## config.mk

```make
export PLATFORM = sky130hd
export DESIGN_NAME = t03_combat_arbiter
export DESIGN_NICKNAME = d
export VERILOG_FILES = /design/src/rtl/t03_combat_arbiter.sv
export SDC_FILE = /design/constraint.sdc
export NUM_CORES = 1
export LEC_CHECK = 0
export CORE_UTILIZATION = 30
export CTS_CLUSTER_DIAMETER = 60
export DETAILED_ROUTE_END_ITERATION = 6
export PLACE_DENSITY = 0.6
export SLEW_MARGIN = 10
export SYNTH_ARGS = -nofsm -noshare
export SYNTH_HDL_FRONTEND = slang
export SYNTH_SLANG_ARGS = --single-unit
```

## constraint.sdc

```tcl
create_clock -name clk -period 4.4 [get_ports clk]
set_clock_uncertainty 0.2 [all_clocks]
set_input_delay 1.1 -clock clk [delete_from_list [all_inputs] [get_ports clk]]
set_output_delay 1.1 -clock clk [all_outputs]
set_load 0.1 [all_outputs]
```

## src/rtl/t03_combat_arbiter.sv

```systemverilog
// t03_combat_arbiter: round controller and hit arbiter between two player FSMs.
// Samples both players' action state and resting flag on each frame tick,
// resolves punches against blocks, applies damage, enforces hit-stun, runs
// the round timer and declares the winner.
// Optional feature macro: T03_COMBAT_COMBO_EN (per-player combo damage bonus).
module t03_combat_arbiter #(
   parameter logic [3:0]  MAX_HEALTH  = 4'd10,
   parameter logic [3:0]  PUNCH_DMG   = 4'd2,
   parameter logic [3:0]  CHIP_DMG    = 4'd1,
   parameter logic [7:0]  STUN_TICKS  = 8'd30,
   parameter logic [11:0] ROUND_TICKS = 12'd1800
) (
   input  logic        clk,
   input  logic        rst,
   input  logic        tick,
   input  logic        start,
   input  logic [1:0]  p1_state,
   input  logic        p1_resting,
   input  logic [1:0]  p2_state,
   input  logic        p2_resting,
   output logic [3:0]  p1_health,
   output logic [3:0]  p2_health,
   output logic        p1_hit,
   output logic        p2_hit,
   output logic [1:0]  round_st,
   output logic [1:0]  winner,
   output logic [11:0] round_time
);

   typedef enum logic [1:0] {
      ST_IDLE  = 2'b00,
      ST_FIGHT = 2'b01,
      ST_OVER  = 2'b10
   } round_state_t;

   localparam logic [1:0] ACT_PUNCH = 2'b01;
   localparam logic [1:0] ACT_BLOCK = 2'b10;

   round_state_t state, state_n;

   logic [3:0]  h1_n, h2_n;
   logic        hit1_n, hit2_n;
   logic [1:0]  win_n;
   logic [11:0] time_n;
   logic [7:0]  stun1, stun2, stun1_n, stun2_n;
   logic        prev1, prev2, prev1_n, prev2_n;

   logic        active1, active2, guard1, guard2;
   logic        land1, land2;
   logic [3:0]  dmg_to_p1, dmg_to_p2;

`ifdef T03_COMBAT_COMBO_EN
   logic [1:0]  combo1, combo2, combo1_n, combo2_n;
`endif

   function automatic logic [3:0] sat_sub(input logic [3:0] h, input logic [3:0] d);
      return (h > d) ? (h - d) : 4'd0;
   endfunction

   assign active1 = (p1_state == ACT_PUNCH) && !p1_resting;
   assign active2 = (p2_state == ACT_PUNCH) && !p2_resting;
   assign guard1  = (p1_state == ACT_BLOCK) && !p1_resting;
   assign guard2  = (p2_state == ACT_BLOCK) && !p2_resting;

   // A punch lands only on a fresh rising edge of the attacker's active flag
   // while the attacker is not in hit-stun.
   assign land1 = active1 && !prev1 && (stun1 == 8'd0);
   assign land2 = active2 && !prev2 && (stun2 == 8'd0);

   // Damage each attacker would deal this tick, depending on victim's guard
   always_comb begin
      dmg_to_p2 = PUNCH_DMG;
      dmg_to_p1 = PUNCH_DMG;
`ifdef T03_COMBAT_COMBO_EN
      if (combo1 >= 2'd2) dmg_to_p2 = 4'(PUNCH_DMG + 4'd1);
      if (combo2 >= 2'd2) dmg_to_p1 = 4'(PUNCH_DMG + 4'd1);
`endif
      if (guard2) dmg_to_p2 = CHIP_DMG;
      if (guard1) dmg_to_p1 = CHIP_DMG;
   end

   // State register and all datapath registers; async active-high reset
   always_ff @(posedge clk or posedge rst) begin
      if (rst) begin
         state      <= ST_IDLE;
         p1_health  <= MAX_HEALTH;
         p2_health  <= MAX_HEALTH;
         p1_hit     <= 1'b0;
         p2_hit     <= 1'b0;
         winner     <= 2'b00;
         round_time <= ROUND_TICKS;
         stun1      <= '0;
         stun2      <= '0;
         prev1      <= 1'b0;
         prev2      <= 1'b0;
`ifdef T03_COMBAT_COMBO_EN
         combo1     <= '0;
         combo2     <= '0;
`endif
      end else begin
         state      <= state_n;
         p1_health  <= h1_n;
         p2_health  <= h2_n;
         p1_hit     <= hit1_n;
         p2_hit     <= hit2_n;
         winner     <= win_n;
         round_time <= time_n;
         stun1      <= stun1_n;
         stun2      <= stun2_n;
         prev1      <= prev1_n;
         prev2      <= prev2_n;
`ifdef T03_COMBAT_COMBO_EN
         combo1     <= combo1_n;
         combo2     <= combo2_n;
`endif
      end
   end

   // Next-state and datapath update; everything holds unless tick is high,
   // except the hit pulses which default to zero every clock.
   always_comb begin
      state_n = state;
      h1_n    = p1_health;
      h2_n    = p2_health;
      hit1_n  = 1'b0;
      hit2_n  = 1'b0;
      win_n   = winner;
      time_n  = round_time;
      stun1_n = stun1;
      stun2_n = stun2;
      prev1_n = prev1;
      prev2_n = prev2;
`ifdef T03_COMBAT_COMBO_EN
      combo1_n = combo1;
      combo2_n = combo2;
`endif
      if (tick) begin
         prev1_n = active1;
         prev2_n = active2;
         unique case (state)
            ST_IDLE: begin
               h1_n   = MAX_HEALTH;
               h2_n   = MAX_HEALTH;
               time_n = ROUND_TICKS;
               if (start) begin
                  state_n = ST_FIGHT;
                  stun1_n = '0;
                  stun2_n = '0;
                  win_n   = 2'b00;
`ifdef T03_COMBAT_COMBO_EN
                  combo1_n = '0;
                  combo2_n = '0;
`endif
               end
            end
            ST_FIGHT: begin
               time_n = round_time - 12'd1;
               // A freshly loaded stun takes precedence over its countdown
               if (land1) begin
                  h2_n    = sat_sub(p2_health, dmg_to_p2);
                  hit2_n  = 1'b1;
                  stun2_n = STUN_TICKS;
               end else if (stun2 != 8'd0) begin
                  stun2_n = stun2 - 8'd1;
               end
               if (land2) begin
                  h1_n    = sat_sub(p1_health, dmg_to_p1);
                  hit1_n  = 1'b1;
                  stun1_n = STUN_TICKS;
               end else if (stun1 != 8'd0) begin
                  stun1_n = stun1 - 8'd1;
               end
`ifdef T03_COMBAT_COMBO_EN
               // Being hit breaks a combo before any landing can extend it
               if (land2 || (land1 && guard2)) combo1_n = '0;
               else if (land1 && (combo1 != 2'd3)) combo1_n = combo1 + 2'd1;
               if (land1 || (land2 && guard1)) combo2_n = '0;
               else if (land2 && (combo2 != 2'd3)) combo2_n = combo2 + 2'd1;
`endif
               // KO outranks timeout when both happen on the same tick
               if ((h1_n == 4'd0) || (h2_n == 4'd0)) begin
                  state_n = ST_OVER;
                  if ((h1_n == 4'd0) && (h2_n == 4'd0)) win_n = 2'b11;
                  else if (h2_n == 4'd0)                 win_n = 2'b01;
                  else                                   win_n = 2'b10;
               end else if (time_n == 12'd0) begin
                  state_n = ST_OVER;
                  if (h1_n > h2_n)      win_n = 2'b01;
                  else if (h2_n > h1_n) win_n = 2'b10;
                  else                  win_n = 2'b11;
               end
            end
            ST_OVER: begin
               if (start) begin
                  state_n = ST_FIGHT;
                  h1_n    = MAX_HEALTH;
                  h2_n    = MAX_HEALTH;
                  time_n  = ROUND_TICKS;
                  stun1_n = '0;
                  stun2_n = '0;
                  win_n   = 2'b00;
`ifdef T03_COMBAT_COMBO_EN
                  combo1_n = '0;
                  combo2_n = '0;
`endif
               end
            end
            default: state_n = ST_IDLE;
         endcase
      end
   end

   assign round_st = state;

endmodule

```

==> metrics.md <==
| Metric | Value |
|---|---|
| Area Growth Syn to Fin | `20.8%` |
| Syn_nets | `378` |
| Main synth FF type | `dfrtp_1` |
| Final WS setup | `0.298 ns` |
| Placer Congestion | `~0.8` |
| Max-Cap Viols | `0` |
| Final TNS setup | `0 ns` |
| Synth warn | `0` |
| Complex-gate fraction of the synthesized area | `0.233` |
| Nets | `414` |
| Synth Area per Inst | `8.37 um^2` |
| Routed WL per cell | `13.9 um` |
| Synth Instances | `between 300 and 400` |
| Num rows | `36` |
| Worst skew pair latency | `~0.30 ns` |
| Clock Tree Buf Depth | `2` |
| Commonest cells in the netlist | `45 x nor2_1, 42 x o21ai_0, 36 x dfrtp_1` |
| Clk sinks | `44` |
| Root Driver | `clkbuf_8` |
| Placed Instances | `521` |
| Slew headroom | `0.203` |
| CTS H-tree lvls | `2` |
| Number of synthesized flops with an enable pin | `0` |
| Starting Density | `0.309` |
| HPWL after DPL | `approximately 5400 um` |
| Core Region | `9730 um^2` |
| Hold WS | `roughly 0.31 ns` |
| CP required | `4.37 ns` |
| Vias in the first global route | `about 2500` |
| Number of buffers created by CTS | `5` |
| Die Ht | `102 um` |
| Final instance area | `approximately 3600 um^2` |
| Pins over their slew limit | `0` |
| Multiplexer share of the synthesized area | `0.0154` |
| Crit path time final | `a little over 4 ns` |
| Via count | `2693` |
| Area after DPL | `approximately 3500 um^2` |
| DR DRC count | `0` |
| Antenna Violating Nets Remaining | `0` |
| Most common cell in the netlist | `nor2_1` |
| Gr ovfl total | `0` |
| Register clock-pin slew on the reported worst setup and hold paths | `approximately 0.090 ns` |
| Slew @ Worst Pin | `approximately 1.2 ns` |
| CTS hold repair buffers | `0` |
| Fraction of layout cells with a size suffix above 1 | `0.116` |
| Number of fill cells | `approximately 1000` |
| Synth unique cells | `67` |
| Post-Syn Area | `about 3000 um^2` |
| Initial antenna violation count | `0` |
| RSZ-0062 raised after global routing | `no` |
| Setup Buffers After CTS | `0` |
| Multi-input combinational cell area | `between 1500 and 2000 um^2` |
| Xor/xnor share of the synthesized area | `0.0262` |
| Final setup vio count | `0` |
| Largest family of logic cells by synthesized area | `simple AND/OR/NAND/NOR gates` |
| Post-Synth Simple-Gate Area | `0.266` |
| Top cell type's share of synthesized area | `0.300` |
| Buffers on Ports | `35` |
| Status | `finished, final reports clean` |
| Sequential area share after synthesis | `0.370` |
| Vias per std cell | `a little over 5` |
| Die area | `10400 um^2` |
| Post-Synth Adder-Cell Area | `0.0375` |
| Critical path class | `in -> reg` |
| VDD IR max | `~380 uV` |
| CTS resizes | `0` |
| Antenna cells | `0` |
| Asr flop ratio synth | `1.00` |
| Pin count of the biggest net entering global routing | `27` |
| Seq. cell area | `about 1100 um^2` |
| First-pass GRT wire length | `between 10000 and 15000 um` |
| Final hold viol count | `0` |
| Leakage | `0.00143 uW` |
| Final period util | `0.932` |
| Final Non-Filler Cells | `between 500 and 600` |
| WL final | `~7400 um` |
| Hold WC Path Type | `reg -> reg` |
| Place WS | `0.00224 ns` |
| Peak Freq | `approximately 240 MHz` |
| Drt pass-1 iters | `4` |
| #FFs+latches synth | `44` |
| Critical Path Fanout Max | `7` |
| # IOs | `36` |
| Tot GR Track Use | `0.150` |
| Setup crit end kind | `flip-flop` |
| Startpoint class of the critical path | `input pin` |
| Largest area contributor in the netlist | `dfrtp_1` |
| PwrDens | `between 600 and 700 nW/um^2` |
| Arrival @ worst endpoint | `4.07 ns` |
| Horiz. Die Dim | `between 100 and 150 um` |
| Synth area leaders | `dfrtp_1 30%, dfstp_2 7.0%, o21ai_0 7.0%` |
| CTS tree | `built` |
| 1st-iter DRT viols | `about 180` |
==> power breakdown <==
| group | internal (uW) | switching (uW) |
|---|---|---|
| logic | 376 | 789 |
| registers | 528 | 178 |
| clock network | 201 | 147 |
| total | 1110 | 1110 |
==> worst paths after layout <==
kind                             start             to  slack [ns]  cells past startpoint
min reg2reg                   stun1[7]       stun1[7]        0.31                      1
min in group asynchronous          rst  round_time[4]        1.00                      2
min                           stun1[7]       stun1[7]        0.31                      1
max reg2reg                   stun2[0]      winner[0]        0.96                     14
max                        p2_state[1]      winner[0]        0.30                     14
max in group asynchronous          rst  round_time[9]        2.21                      3
==> kinds of logic (layout without fill, tap and decap cells) <==
group	after synthesis	count (layout)
compound gates	107	107
xor+xnor	9	9
fa+ha+maj	9	9
buf+inv	33	70
flops	44	44
mux	4	4
simple gates	153	153
==> worst max-delay path, stage by stage <==
cell and delay, ns:
clkdlybuf4s50_1 0.52, nor3b_2 0.44, nand2b_1 0.15, ha_1 0.22, a31o_2 0.25, nand2_1 0.08, o21ai_0 0.12, ha_1 0.33
inv_1 0.05, o21ai_0 0.20, a41oi_1 0.14, o31a_1 0.13, o2111ai_1 0.20, o221ai_1 0.14
==> flip-flops by register name (all words and copies together), names as in the netlist <==
signal / count
prev1: 1
p2_health: 4
stun2: 8
stun1: 8
p1_health: 4
prev2: 1
round_st: 2
p1_hit: 1
round_time: 12
winner: 2
p2_hit: 1
==> metrics by stage <==
step                 util  power (uW)
global route        0.373        2390
detailed placement  0.360        1880
finish              0.373        2220
CTS                 0.373        2240
floorplan               -        1640
global placement    0.360        1860
==> metal layers <==
layer / track usage / routed length (um) / vias up
met1: 0.214 / 3700 / 1278
met4: 0.0484 / 67 / 0
li1: - / - / 1364
met5: 0 / 0 / -
met3: 0.0212 / 204 / 6
met2: 0.233 / 3380 / 45
==> cell type report <==
cell class | instances | share of cell area
repair buffers | 46 | 0.119
inverters | 16 | 0.0165
multi-input cells | 282 | 0.478
clock buffers | 7 | 0.0265
flip-flops and latches | 44 | 0.306
clock inverters | 1 | 0.00827
well taps | 133 | 0.0458
==> placed cells by master (no fill, tap or decap), types with 2 or more instances in the layout <==
cell	netlist	routed
xor2_1	5	5
nor3b_1	2	2
o21ai_1	3	3
a21o_1	2	2
clkdlybuf4s50_1	0	34
o41ai_1	4	4
buf_4	2	12
a41oi_1	2	2
o21a_1	3	3
nand3_1	13	13
or3_1	6	6
nor2_1	45	45
nor3b_2	3	3
ha_1	9	9
inv_1	16	15
a31oi_1	4	4
xnor2_1	4	4
nand2b_1	11	11
nor3_1	11	11
a21oi_1	22	22
nand4_1	4	4
nor2b_1	2	2
clkbuf_8	1	7
nor4b_1	5	5
mux2i_1	2	2
nand3b_1	2	2
o2111ai_1	2	2
nor4_1	3	3
o31ai_1	3	3
a22o_1	2	2
dfstp_2	8	8
dfrtp_1	36	36
o221ai_1	2	2
nand2_1	34	34
o21ai_0	42	42
No activity file was read; power rests on OpenSTA's default activity.
